==> config.mk <==
export PLATFORM = sky130hd
export DESIGN_NAME = aes_round_ctrl
export DESIGN_NICKNAME = d
export VERILOG_FILES = /design/src/rtl/aes_pkg.sv /design/src/rtl/aes_step_decode.sv /design/src/rtl/aes_round_ctrl.sv
export SDC_FILE = /design/constraint.sdc
export NUM_CORES = 1
export LEC_CHECK = 0
export BUFFER_PORTS_ARGS = -buffer_cell sky130_fd_sc_hd__buf_2
export CAP_MARGIN = 20
export CORE_MARGIN = 4
export CORE_UTILIZATION = 51
export DETAILED_ROUTE_END_ITERATION = 7
export GPL_TIMING_DRIVEN = 0
export MAX_ROUTING_LAYER = met4
export PLACE_DENSITY = 0.79
export SYNTH_ARGS = -nofsm -noshare
export SYNTH_HDL_FRONTEND = slang
export SYNTH_SLANG_ARGS = --single-unit
export TNS_END_PERCENT = 5
==> constraint.sdc <==
create_clock -name clk -period 1.65 [get_ports clk]
set_input_delay 0.165 -clock clk [delete_from_list [all_inputs] [get_ports clk]]
set_output_delay 0.165 -clock clk [all_outputs]
set_load 0.005 [all_outputs]
==> src/rtl/aes_pkg.sv <==
// Shared constants and types for the AES round sequencing controller.
// Optional abort input is enabled with AES_CTRL_ABORT_EN.
package aes_pkg;

    typedef enum logic [2:0] {
        ST_IDLE,
        ST_INIT,
        ST_SUB,
        ST_SHIFT,
        ST_MIX,
        ST_ARK,
        ST_DONE
    } state_e;

    localparam logic [1:0] KS_128  = 2'b00;
    localparam logic [1:0] KS_192  = 2'b01;
    localparam logic [1:0] KS_256  = 2'b10;
    localparam logic [1:0] KS_RSVD = 2'b11;

    localparam logic [3:0] NR_128 = 4'd10;
    localparam logic [3:0] NR_192 = 4'd12;
    localparam logic [3:0] NR_256 = 4'd14;

    // Reserved encoding maps to 0; callers never accept it.
    function automatic logic [3:0] nr_of(input logic [1:0] ks);
        logic [3:0] nr;
        nr = 4'd0;
        unique case (ks)
            KS_128:  nr = NR_128;
            KS_192:  nr = NR_192;
            KS_256:  nr = NR_256;
            default: nr = 4'd0;
        endcase
        return nr;
    endfunction

endpackage

==> src/rtl/aes_step_decode.sv <==
// Maps the controller state onto load and datapath step enables.
// Shared with the datapath model so both agree on enable timing.
module aes_step_decode
    import aes_pkg::*;
(
    input  state_e state_i,
    input  logic   round_zero_i,
    output logic   load_en_o,
    output logic   sbox_en_o,
    output logic   shiftrows_en_o,
    output logic   mixcolumns_en_o,
    output logic   addrndkey_en_o
);

    always_comb begin
        load_en_o       = 1'b0;
        sbox_en_o       = 1'b0;
        shiftrows_en_o  = 1'b0;
        mixcolumns_en_o = 1'b0;
        addrndkey_en_o  = 1'b0;
        unique case (state_i)
            ST_INIT: begin
                load_en_o      = round_zero_i;
                addrndkey_en_o = 1'b1;
            end
            ST_SUB:   sbox_en_o       = 1'b1;
            ST_SHIFT: shiftrows_en_o  = 1'b1;
            ST_MIX:   mixcolumns_en_o = 1'b1;
            ST_ARK:   addrndkey_en_o  = 1'b1;
            default: ;
        endcase
    end

endmodule

==> src/rtl/aes_round_ctrl.sv <==
// Round sequencer for the iterative AES encryption datapath.
// Define AES_CTRL_ABORT_EN to add the abort input.
module aes_round_ctrl
    import aes_pkg::*;
(
    input  logic       clk,
    input  logic       rst_n,
    input  logic       start,
    input  logic [1:0] key_size,
    output logic       in_ready,
    output logic       load_en,
    output logic       sbox_en,
    output logic       shiftrows_en,
    output logic       mixcolumns_en,
    output logic       addrndkey_en,
    output logic [3:0] round,
    output logic       busy,
    output logic       out_valid,
`ifdef AES_CTRL_ABORT_EN
    input  logic       abort,
`endif
    input  logic       out_ready
);

    state_e     state_q, state_d;
    logic [3:0] round_q, round_d;
    logic [3:0] nr_q, nr_d;
    logic       in_ready_q;
    logic       busy_q;
    logic       out_valid_q;
    logic       last_round;

    assign last_round = (round_q == nr_q);

    always_comb begin
        state_d = state_q;
        round_d = round_q;
        nr_d    = nr_q;
        unique case (state_q)
            ST_IDLE: begin
                if (start && key_size != KS_RSVD) begin
                    nr_d    = nr_of(key_size);
                    round_d = 4'd0;
                    state_d = ST_INIT;
                end
            end
            ST_INIT: begin
                round_d = 4'd1;
                state_d = ST_SUB;
            end
            ST_SUB:   state_d = ST_SHIFT;
            // Final round has no MixColumns.
            ST_SHIFT: state_d = last_round ? ST_ARK : ST_MIX;
            ST_MIX:   state_d = ST_ARK;
            ST_ARK: begin
                if (last_round) begin
                    state_d = ST_DONE;
                end else begin
                    round_d = round_q + 4'd1;
                    state_d = ST_SUB;
                end
            end
            ST_DONE: begin
                if (out_ready) state_d = ST_IDLE;
            end
            default: state_d = ST_IDLE;
        endcase
`ifdef AES_CTRL_ABORT_EN
        if (abort && state_q != ST_IDLE) begin
            state_d = ST_IDLE;
            round_d = 4'd0;
        end
`endif
    end

    always_ff @(posedge clk) begin
        if (!rst_n) begin
            state_q     <= ST_IDLE;
            round_q     <= 4'd0;
            nr_q        <= NR_128;
            in_ready_q  <= 1'b1;
            busy_q      <= 1'b0;
            out_valid_q <= 1'b0;
        end else begin
            state_q     <= state_d;
            round_q     <= round_d;
            nr_q        <= nr_d;
            in_ready_q  <= (state_d == ST_IDLE);
            busy_q      <= (state_d != ST_IDLE);
            out_valid_q <= (state_d == ST_DONE);
        end
    end

    aes_step_decode u_decode (
        .state_i         (state_q),
        .round_zero_i    (round_q == 4'd0),
        .load_en_o       (load_en),
        .sbox_en_o       (sbox_en),
        .shiftrows_en_o  (shiftrows_en),
        .mixcolumns_en_o (mixcolumns_en),
        .addrndkey_en_o  (addrndkey_en)
    );

    assign in_ready  = in_ready_q;
    assign busy      = busy_q;
    assign out_valid = out_valid_q;
    assign round     = round_q;

endmodule
-- Word-level counts from Yosys, hierarchy flattened
Cells that the tools add are included.
Widths: inputs -> output; s select.
- $add $sub $neg: 1
- equality and inequality tests: 13
- multiplexer cells: 14
- reduce and logical (&&, ||, !) cells: 10
- operators by type and width (operator ; count):
    $pmux 4 s3 ; 2
    $pmux 3 s7 ; 1
    $eq 3x3->1 const B ; 4
    $mux 3 ; 3
    $mux 4 ; 2
    $eq 3x2->1 const B ; 2
    $logic_not 3->1 ; 2
    $mux 1 ; 6
    $ne 2x2->1 const B ; 3
    $reduce_bool 3->1 ; 2
    $add 4x1->4 const B ; 1
    $eq 4x4->1 ; 1
    $logic_not 4->1 ; 1
    $eq 3x1->1 const B ; 1
    $reduce_and 3->1 ; 1
    $eq 2x1->1 const B ; 1
    $eq 2x2->1 const B ; 1
    $logic_not 2->1 ; 1
    $reduce_and 2->1 ; 1
    $reduce_or 2->1 ; 1
    $logic_and 1x1->1 ; 1
- register bits: 14
- bits of input ports: 6
- output and inout bits: 12
- logic and storage cells: 44

-- Logic depth before layout (Yosys ltp)
Gate-level depths: netlist (run 1).
- depth in word-level cells: 5
- depth in mapped cells: 5
- mapped depth without buffers: 5

-- Hierarchy
Synthesis (run 1) repeated with hierarchy kept, for this count alone.
- cell total of the unflattened synthesis: 81
- area, all modules: 753.2 um^2
- modules (own cells, without submodules) (module ; instances ; cells each ; area an instance (um^2) ; sequential area each (um^2)):
    aes_round_ctrl ; 1 ; 76 ; 706.9 ; 260.2
    aes_step_decode ; 1 ; 5 ; 46.3 ; 0.0

-- Least setup slack after synthesis (run 1)
OpenSTA, ideal clock, no wires.
- path type: register -> register
- from: reg round_q[2], in the netlist round[2]
- to: reg round_q[2], in the netlist round[2]
- setup time: 73 ps
- data arrival time: 1369 ps
- data required time: 1577 ps
- slack: 207 ps
- cell stages (with the launch flop): 5
- buffers on the path: 0
- clock period less this slack: 1443 ps
- cell sequence: dfxtp_1 -> xor2_1 -> or4_4 -> and2_4 -> o211ai_2
- cells in the longest elaborated chain, start to end: 3
- elaborated cells on any way between the ends: 6
- those cells by class: 1 x add/sub; 2 x eq/ne; 2 x mux; 1 x reduce/logical
- RTL lines (element ; RTL line ; RTL):
    start, declared ; aes_round_ctrl.sv:26 ; logic [3:0] round_q, round_d;
    start signal, assigned ; aes_round_ctrl.sv:86 ; round_q <= round_d;
    $add 4x1->4 / $eq 4x4->1 (equally long branches) ; aes_round_ctrl.sv:59, aes_round_ctrl.sv:33 ;
    $mux 4 / $ne 2x2->1 (equally long branches) ; - ;
    $pmux 4 s3 / $reduce_and 3->1 (equally long branches) ; - ;
Several ways; a longest one is shown, not always the timed one. The select of a mux whose other input is x is not followed.
A chain may end at the register's enable or synchronous reset.

-- Final worst setup path (run 1)
- from: reg round_q[2], in the netlist round[2]
- to: reg round_q[0], in the netlist round[0]
- cells in the longest elaborated chain, start to end: 3
- RTL lines (element ; RTL line ; RTL):
    $eq 4x4->1 ; aes_round_ctrl.sv:33 ; assign last_round = (round_q == nr_q);
    $ne 2x2->1 (no source line) ; - ;
    $reduce_and 3->1 (no source line) ; - ;
Every way passes these cells.

==> impl_metrics.py, run 1 <==
metrics = {
    "drt": {
        "vias": 699,
        "dr.pass1.iters": 4,
        "totalWireLength_um": 1560,
        "via_per_inst": 5.64,
        "wl_per_cell_um": 12.6,
        "ant_nets": 0,
        "drc": 0,
        "first_iter_violations": 15,
    },
    "power": {
        "finalPower_mw": 0.685,
        "ir_worst_vdd_v": 0.000347,
        "powerDensity_mw_per_mm2": 756,
        "p_leak_nw": 0.436,
    },
    "cts": {
        "cts_hold_repair.buffers": 0,
        "cts_made_buffers": 3,
        "cts.sinks": 13,
        "htree_levels": 1,
        "cts_tree": "yes",
        "clk_pin_slew_ps": 80,
        "cts_setup_buffers": 0,
        "clk_latency_ps": 280,
        "cts.path.max_buffers": 2,
        "cts_root_buf": "clkbuf_4",
    },
    "worst_setup_path": {
        "arrival_ps": 1720,
        "critPathSlowestCell": "or4_4",
        "rr_startpoint": "round[2]",
        "reg2reg_depth": 4,
        "cp_slowest_stage_delay_ps": 570,
        "worstPathCellList": "xor2_1 > or4_4 > a21boi_0 > o21ai_0",
        "worst_setup_path_start_kind": "flip-flop",
        "cp_max_fo": 7,
        "cp-end-kind": "flip-flop",
        "cp.depth": 4,
        "crit_required_ps": 1820,
        "cp-startpoint": "round[2]",
        "critPathBufInv": 0,
        "cp-endpoint": "round[0]",
        "reg2reg_slack_ps": 100,
        "r2r_end": "round[0]",
        "cp_top_family": "simple AND/OR/NAND/NOR gates",
        "path_class": "flip-flop to flip-flop",
    },
    "sta": {
        "period_share_pct": 93.9,
        "skew_ps": 3.72,
        "finalHoldViolCount": 0,
        "rsz0062_at_grt": "yes",
        "setup_viol": 0,
        "maxSlewViolCount": 0,
        "maxSlewHeadroom_pct": 66.7,
        "max_freq_mhz": 645,
        "tightest_slew_ps": 495,
        "finalCriticalPeriod_ps": 1550,
    },
    "yosys": {
        "syn_inst": 89,
        "synth_compound_area_share_pct": 17.6,
        "synthAdderAreaFrac_pct": 9.77,
        "synthXorXnorAreaFrac_pct": 3.42,
        "post-synth-top-count-cell": "dfxtp_1",
        "synth_warnings": 0,
        "synth_top_family_by_area": "simple AND/OR/NAND/NOR gates",
        "avgSynthCellArea_um2": 8.63,
        "synth_ff_type": "dfxtp_1",
        "muxShareOfSynthArea_pct": 2.61,
        "synth-seq-cells": 13,
        "synth_top_cell_by_area": "dfxtp_1",
        "synth-edff-count": 0,
        "syn-num-nets": 101,
        "synthTopCellsByCount": "13 x dfxtp_1, 8 x inv_1, 6 x ha_1, 6 x nand2_1, 5 x nor2_1",
        "synth-async-reset-ratio_pct": 0,
        "ys_seq_area_share_pct": 33.9,
        "synth.distinct_cells": 34,
        "synthTopCellsByArea": "dfxtp_1 34%, ha_1 9.8%, inv_1 3.9%",
        "synthesis.area_um2": 768,
        "yosysTopAreaCellShare_pct": 33.9,
        "synth_simple_gate_area_share_pct": 26.2,
    },
    "floorplan": {
        "coreArea_mm2": 0.00137,
        "io_pins": 18,
        "die_h_um": 46.8,
        "die_w_um": 46.8,
        "initial_utilization_pct": 56.2,
        "dieArea_mm2": 0.00219,
        "num_rows": 13,
    },
    "grt": {
        "gr-total-overflow": 0,
        "grt_antenna_before_repair": 0,
        "grt_pass1_vias": 628,
        "grt_pass1_wl_um": 2630,
        "grt_util_all_layers_pct": 17.9,
        "grt_max_degree": 11,
    },
    "place": {
        "numPortBuffers": 17,
        "place_inst": 121,
        "place_congestion": 0.824,
        "dp.final_hpwl_um": 1200,
    },
    "cells_and_area": {
        "stdcell_count": 124,
        "nets": 122,
        "syn_to_final_growth_pct": 17.9,
        "drive_gt1_share_pct": 27.5,
        "diodes": 0,
    },
    "run": {
        "cap_violations": 0,
    },
    "min_path": {
        "hp-class": "input pin to flip-flop",
    },
    "outcome": {
        "status": "complete, no violations",
    },
}
[routing by layer]
layer	global-route usage [%]	wire length, µm
met5	-	0
met4	9.94	36
met3	5.75	97
met2	27.9	722
met1	19.9	703
[final cells by class]
cell class / count / area (µm²)
Buffer: 4 / 18.8
Clock buffer: 4 / 26.3
Fill cell: 141 / 460
Inverter: 8 / 30.0
Multi-Input combinational cell: 63 / 465
Sequential cell: 13 / 262
Tap cell: 15 / 18.8
Timing Repair Buffer: 17 / 85.1
[cell families (layout without fill, tap and decap cells)]
kind of cell / Yosys count / count (layout)
xor+xnor: 3 / 3
buf+inv: 13 / 33
fa+ha+maj: 6 / 6
flops: 13 / 13
mux: 2 / 2
simple gates: 34 / 34
compound gates: 18 / 18
[cell usage in the layout, fill, tap and decap left out, types with 4 or more instances in the layout]
cell	netlist	routed
buf_2	1	18
dfxtp_1	13	12
inv_1	8	8
nand2_1	6	6
ha_1	6	6
nor2_1	5	5
o21ai_0	4	4
and3_1	4	4
[through the flow]
step                      hold slack (ps)  instance area [µm²]  setup TNS [ps]  worst slack, ps  utilization, %
final                                 126                  906               0              101            66.3
after global routing                  129                  906           -6.05            -6.05            66.3
after CTS                             107                  896               0             61.0            65.6
after detailed placement              415                  872               0              106            63.8
after global placement                406                  872               0              113            63.8
after floorplan                       227                  768               0              207               -
[registers in the layout, summed over array words and instances, names as in the netlist]
signal / cells
round: 4
nr_q: 3
state_q: 3
busy: 1
in_ready: 1
out_valid: 1
[report_power, final]
| part | internal, mW | total (mW) | switching (mW) |
|---|---|---|---|
| sequential | 0.333 | 0.349 | 0.0160 |
| combinational | 0.0591 | 0.133 | 0.0744 |
| clock | 0.0940 | 0.203 | 0.109 |
| total | 0.486 | 0.685 | 0.199 |
[repair_timing]
action                     4_1_cts  5_1_grt
resized for setup                1        4
pin swaps                        0        1
setup endpoints to repair        4        3
[how the worst min path moves through the flow]
stage / start / slack, ps / to / cells past startpoint
floorplan: rst_n / 230 / nr_q[3] / 1
global placement: rst_n / 410 / nr_q[3] / 2
detailed placement: rst_n / 410 / nr_q[3] / 2
CTS: rst_n / 110 / nr_q[3] / 2
global route: rst_n / 130 / nr_q[3] / 2
finish: rst_n / 130 / nr_q[3] / 2
Note: power is estimated with default switching activity, not from simulation.
==> run 2: changes to the inputs <==
--- a/config.mk
+++ b/config.mk
@@ -12,7 +12,7 @@
 export DETAILED_ROUTE_END_ITERATION = 7
 export GPL_TIMING_DRIVEN = 0
 export MAX_ROUTING_LAYER = met4
-export PLACE_DENSITY = 0.79
+export PLACE_DENSITY_LB_ADDON = 0.25
 export SYNTH_ARGS = -nofsm -noshare
 export SYNTH_HDL_FRONTEND = slang
 export SYNTH_SLANG_ARGS = --single-unit
==> impl_metrics.py, run 2 (same netlist as run 1, synthesis figures left out) <==
metrics = {
    "outcome": {
        "status": "complete, no violations",
    },
    "worst_setup_path": {
        "cp-end-kind": "flip-flop",
        "arrival_ps": 1740,
        "crit_required_ps": 1860,
        "critPathBufInv": 0,
        "cp_top_family": "simple AND/OR/NAND/NOR gates",
        "critPathSlowestCell": "or4_4",
        "cp_slowest_stage_delay_ps": 570,
        "worstPathCellList": "xor2_1 > or4_4 > and2_4 > o211ai_2",
        "worst_setup_path_start_kind": "flip-flop",
        "cp_max_fo": 7,
        "path_class": "flip-flop to flip-flop",
    },
    "place": {
        "dp.final_hpwl_um": 1190,
        "numPortBuffers": 17,
        "place_congestion": 0.848,
        "post-place-ws_ps": 114,
    },
    "power": {
        "p_leak_nw": 0.436,
        "powerDensity_mw_per_mm2": 753,
        "ir_worst_vdd_v": 0.000516,
    },
    "drt": {
        "via_per_inst": 5.35,
        "first_iter_violations": 7,
        "dr.pass1.iters": 4,
        "drc": 0,
        "vias": 663,
        "ant_nets": 0,
        "totalWireLength_um": 1560,
        "wl_per_cell_um": 12.6,
    },
    "min_path": {
        "hp-class": "input pin to flip-flop",
    },
    "sta": {
        "skew_ps": 8.24,
        "tightest_slew_ps": 502,
        "finalHoldViolCount": 0,
        "max_freq_mhz": 655,
        "holdWs_ps": 115,
        "finalCriticalPeriod_ps": 1530,
        "setup_viol": 0,
        "tns_ps": 0,
        "maxSlewHeadroom_pct": 66.3,
        "maxSlewViolCount": 0,
        "rsz0062_at_grt": "no",
        "period_share_pct": 92.5,
        "layout_setup_ws_ps": 124,
    },
    "cells_and_area": {
        "drive_gt1_share_pct": 27.5,
        "layout_common_cells": "18 x buf_2, 12 x dfxtp_1, 8 x inv_1",
        "syn_to_final_growth_pct": 17.8,
        "diodes": 0,
        "fill_cells": 125,
        "multi_input_area_um2": 464,
        "regArea_um2": 262,
        "final_common_cell": "buf_2",
        "largest_register_ffs": 4,
        "nets": 122,
    },
    "cts": {
        "cts_setup_buffers": 0,
        "cts.path.max_buffers": 2,
        "cts_root_buf": "clkbuf_4",
        "htree_levels": 1,
        "clk_latency_ps": 280,
        "cts_tree": "yes",
        "cts.sinks": 13,
        "clk_pin_slew_ps": 80,
        "cts_made_buffers": 3,
        "cts_hold_repair.buffers": 0,
    },
    "run": {
        "cap_violations": 0,
    },
    "floorplan": {
        "initial_utilization_pct": 56.2,
        "dieArea_mm2": 0.00219,
        "io_pins": 18,
        "die_h_um": 46.8,
        "die_w_um": 46.8,
        "coreArea_mm2": 0.00137,
        "num_rows": 13,
    },
    "grt": {
        "grt_antenna_before_repair": 0,
        "grt_util_all_layers_pct": 18.0,
        "grt_pass1_vias": 615,
        "grt_max_degree": 11,
        "grt_pass1_wl_um": 2650,
        "gr-total-overflow": 0,
    },
}
==> run 2: layout make-up <==
class	count	area share, %
multi-input combinational	63	51.3
buffer	4	2.07
clock buffer	4	2.90
inverter	8	3.32
sequential	13	28.9
timing repair buffer	17	9.41
tap	15	2.07
==> run 2: final timing paths <==
check             cells past startpoint  endpoint  slack, ps     start
hold reg to reg                       2   nr_q[3]        500   nr_q[3]
hold / removal                        2   nr_q[3]        120     rst_n
setup / recovery                      4  round[2]        120  round[2]
setup reg to reg                      4  round[2]        120  round[2]
==> run 2: what timing repair did <==
action                                 4_1_cts  5_1_grt
endpoints found under the hold margin        0        0
setup endpoints to repair                    4        3
resized for setup                            1        3
cloned                                       0        0
==> run 2: layer usage <==
layer | routed length [µm] | GRT usage [%] | vias to the layer above | share of wire, %
li1 | - | - | 352 | -
met1 | 755 | 21.4 | 287 | 48
met2 | 680 | 26.8 | 19 | 44
met3 | 78 | 3.45 | 5 | 5.0
met4 | 45 | 13.3 | 0 | 2.9
met5 | 0 | - | - | 0
==> run 2: power by group <==
part	switching (mW)	internal, mW
clock network	0.105	0.0939
registers	0.0156	0.333
logic	0.0742	0.0592
==> run 2: stage by stage <==
| stage | cell area [µm²] | utilization (%) | cells | total power [mW] |
|---|---|---|---|---|
| floorplan | 768 | - | 89 | 0.440 |
| global placement | 872 | 63.8 | 121 | 0.483 |
| detailed placement | 872 | 63.8 | 121 | 0.486 |
| CTS | 896 | 65.6 | 124 | 0.685 |
| global route | 905 | 66.2 | 124 | 0.733 |
| finish | 905 | 66.2 | 124 | 0.681 |
==> run 2: worst register-to-register path: stages, from the launching register on <==
cell,delay (ps)
dfxtp_1,370
xor2_1,200
or4_4,570
and2_4,190
o211ai_2,130
==> run 3: changes to the inputs <==
--- a/config.mk
+++ b/config.mk
@@ -13,6 +13,7 @@
 export GPL_TIMING_DRIVEN = 0
 export MAX_ROUTING_LAYER = met4
 export PLACE_DENSITY_LB_ADDON = 0.25
+export RECOVER_POWER = 25
 export SYNTH_ARGS = -nofsm -noshare
 export SYNTH_HDL_FRONTEND = slang
 export SYNTH_SLANG_ARGS = --single-unit
==> constraint.sdc (replaced) <==
create_clock -name clk -period 1.65 [get_ports clk]
set_input_delay 0.165 -clock clk [delete_from_list [all_inputs] [get_ports clk]]
set_output_delay 0.165 -clock clk [all_outputs]
set_load 0.02 [all_outputs]
==> impl_metrics.py, run 3 (same netlist as run 1, synthesis figures left out) <==
metrics = {
    "drt": {
        "dr.pass1.iters": 4,
        "totalWireLength_um": 1560,
        "vias": 663,
        "via_per_inst": 5.35,
        "wl_per_cell_um": 12.6,
        "ant_nets": 0,
        "first_iter_violations": 7,
        "drc": 0,
    },
    "power": {
        "ir_worst_vdd_v": 0.000521,
        "powerDensity_mw_per_mm2": 779,
        "p_leak_nw": 0.414,
    },
    "grt": {
        "grt_pass1_vias": 615,
        "grt_antenna_before_repair": 0,
        "gr-total-overflow": 0,
        "grt_util_all_layers_pct": 18.0,
        "grt_pass1_wl_um": 2650,
        "grt_max_degree": 11,
    },
    "cells_and_area": {
        "largest_register_ffs": 4,
        "nets": 122,
        "layout_common_cells": "12 x buf_2, 12 x dfxtp_1, 8 x inv_1, 8 x clkbuf_1",
        "diodes": 0,
        "syn_to_final_growth_pct": 17.1,
        "drive_gt1_share_pct": 22.0,
    },
    "floorplan": {
        "io_pins": 18,
        "coreArea_mm2": 0.00137,
        "die_w_um": 46.8,
        "num_rows": 13,
        "dieArea_mm2": 0.00219,
        "initial_utilization_pct": 56.2,
        "die_h_um": 46.8,
    },
    "worst_setup_path": {
        "worst_setup_path_start_kind": "flip-flop",
        "r2r_end": "round[2]",
        "reg2reg_slack_ps": 120,
        "crit_required_ps": 1860,
        "worstPathCellList": "xor2_1 > or4_4 > and2_4 > o211ai_2",
        "cp_max_fo": 7,
        "reg2reg_depth": 4,
        "critPathBufInv": 0,
        "cp-endpoint": "round[2]",
        "cp_top_family": "simple AND/OR/NAND/NOR gates",
        "cp-end-kind": "flip-flop",
        "critPathSlowestCell": "or4_4",
        "cp-startpoint": "round[2]",
        "rr_startpoint": "round[2]",
        "cp_slowest_stage_delay_ps": 570,
        "cp.depth": 4,
        "path_class": "flip-flop to flip-flop",
        "arrival_ps": 1740,
    },
    "sta": {
        "skew_ps": 8.13,
        "max_freq_mhz": 654,
        "layout_setup_ws_ps": 122,
        "finalHoldViolCount": 0,
        "tns_ps": 0,
        "maxSlewViolCount": 0,
        "finalCriticalPeriod_ps": 1530,
        "period_share_pct": 92.6,
        "setup_viol": 0,
        "tightest_slew_ps": 502,
        "maxSlewHeadroom_pct": 66.3,
    },
    "place": {
        "dp.final_hpwl_um": 1190,
        "post-place-ws_ps": 114,
        "numPortBuffers": 17,
        "place_congestion": 0.848,
    },
    "min_path": {
        "hp-class": "input pin to flip-flop",
    },
    "cts": {
        "clk_pin_slew_ps": 80,
        "cts.path.max_buffers": 2,
        "cts_tree": "yes",
        "cts_hold_repair.buffers": 0,
        "htree_levels": 1,
        "cts_made_buffers": 3,
        "clk_latency_ps": 280,
        "cts.sinks": 13,
        "cts_root_buf": "clkbuf_4",
    },
    "outcome": {
        "status": "complete, no violations",
    },
    "run": {
        "cap_violations": 0,
    },
}
==> run 3: layout make-up <==
cell class | instances | area (µm²)
timing repair buffer | 17 | 80.1
fill | 125 | 467
multi-input combinational | 63 | 464
tap | 15 | 18.8
clock buffer | 4 | 26.3
buffer | 4 | 18.8
sequential | 13 | 262
inverter | 8 | 30.0
==> run 3: layer usage <==
metal / part of all wire (%) / global-route usage, % / routed length (µm)
met5: 0 / - / 0
met4: 2.9 / 13.3 / 45
met3: 5.2 / 3.45 / 82
met1: 48 / 21.4 / 756
met2: 43 / 26.8 / 679
==> run 3: per-stage QoR <==
step | power (mW) | hold WS, ps | cells | util [%] | instance area, µm²
2_1_floorplan | 0.459 | 227 | 89 | - | 768
6_report | 0.701 | 116 | 124 | 65.8 | 900
5_1_grt | 0.753 | 125 | 124 | 65.8 | 900
4_1_cts | 0.705 | 112 | 124 | 65.6 | 896
3_3_place_gp | 0.502 | 404 | 121 | 63.8 | 872
3_5_place_dp | 0.506 | 410 | 121 | 63.8 | 872
==> run 3: timing repair <==
action	CTS	global route
setup endpoints to repair	4	3
pin swaps	0	0
setup buffers	0	0
resized for setup	1	5
==> run 3: power by group <==
part           leakage (nW)  switching [mW]  internal [mW]
Clock                0.0150           0.105         0.0939
Combinational         0.292          0.0936         0.0595
Sequential            0.107          0.0157          0.333
Total                 0.414           0.214          0.486
==> run 3: worst min-delay path by stage <==
stage	startpoint	to	slack [ps]	cells past startpoint
after floorplan	rst_n	nr_q[3]	230	1
after global placement	rst_n	nr_q[3]	400	2
after detailed placement	rst_n	nr_q[3]	410	2
after CTS	rst_n	nr_q[3]	110	2
after global routing	rst_n	nr_q[3]	130	2
final	rst_n	nr_q[3]	120	2
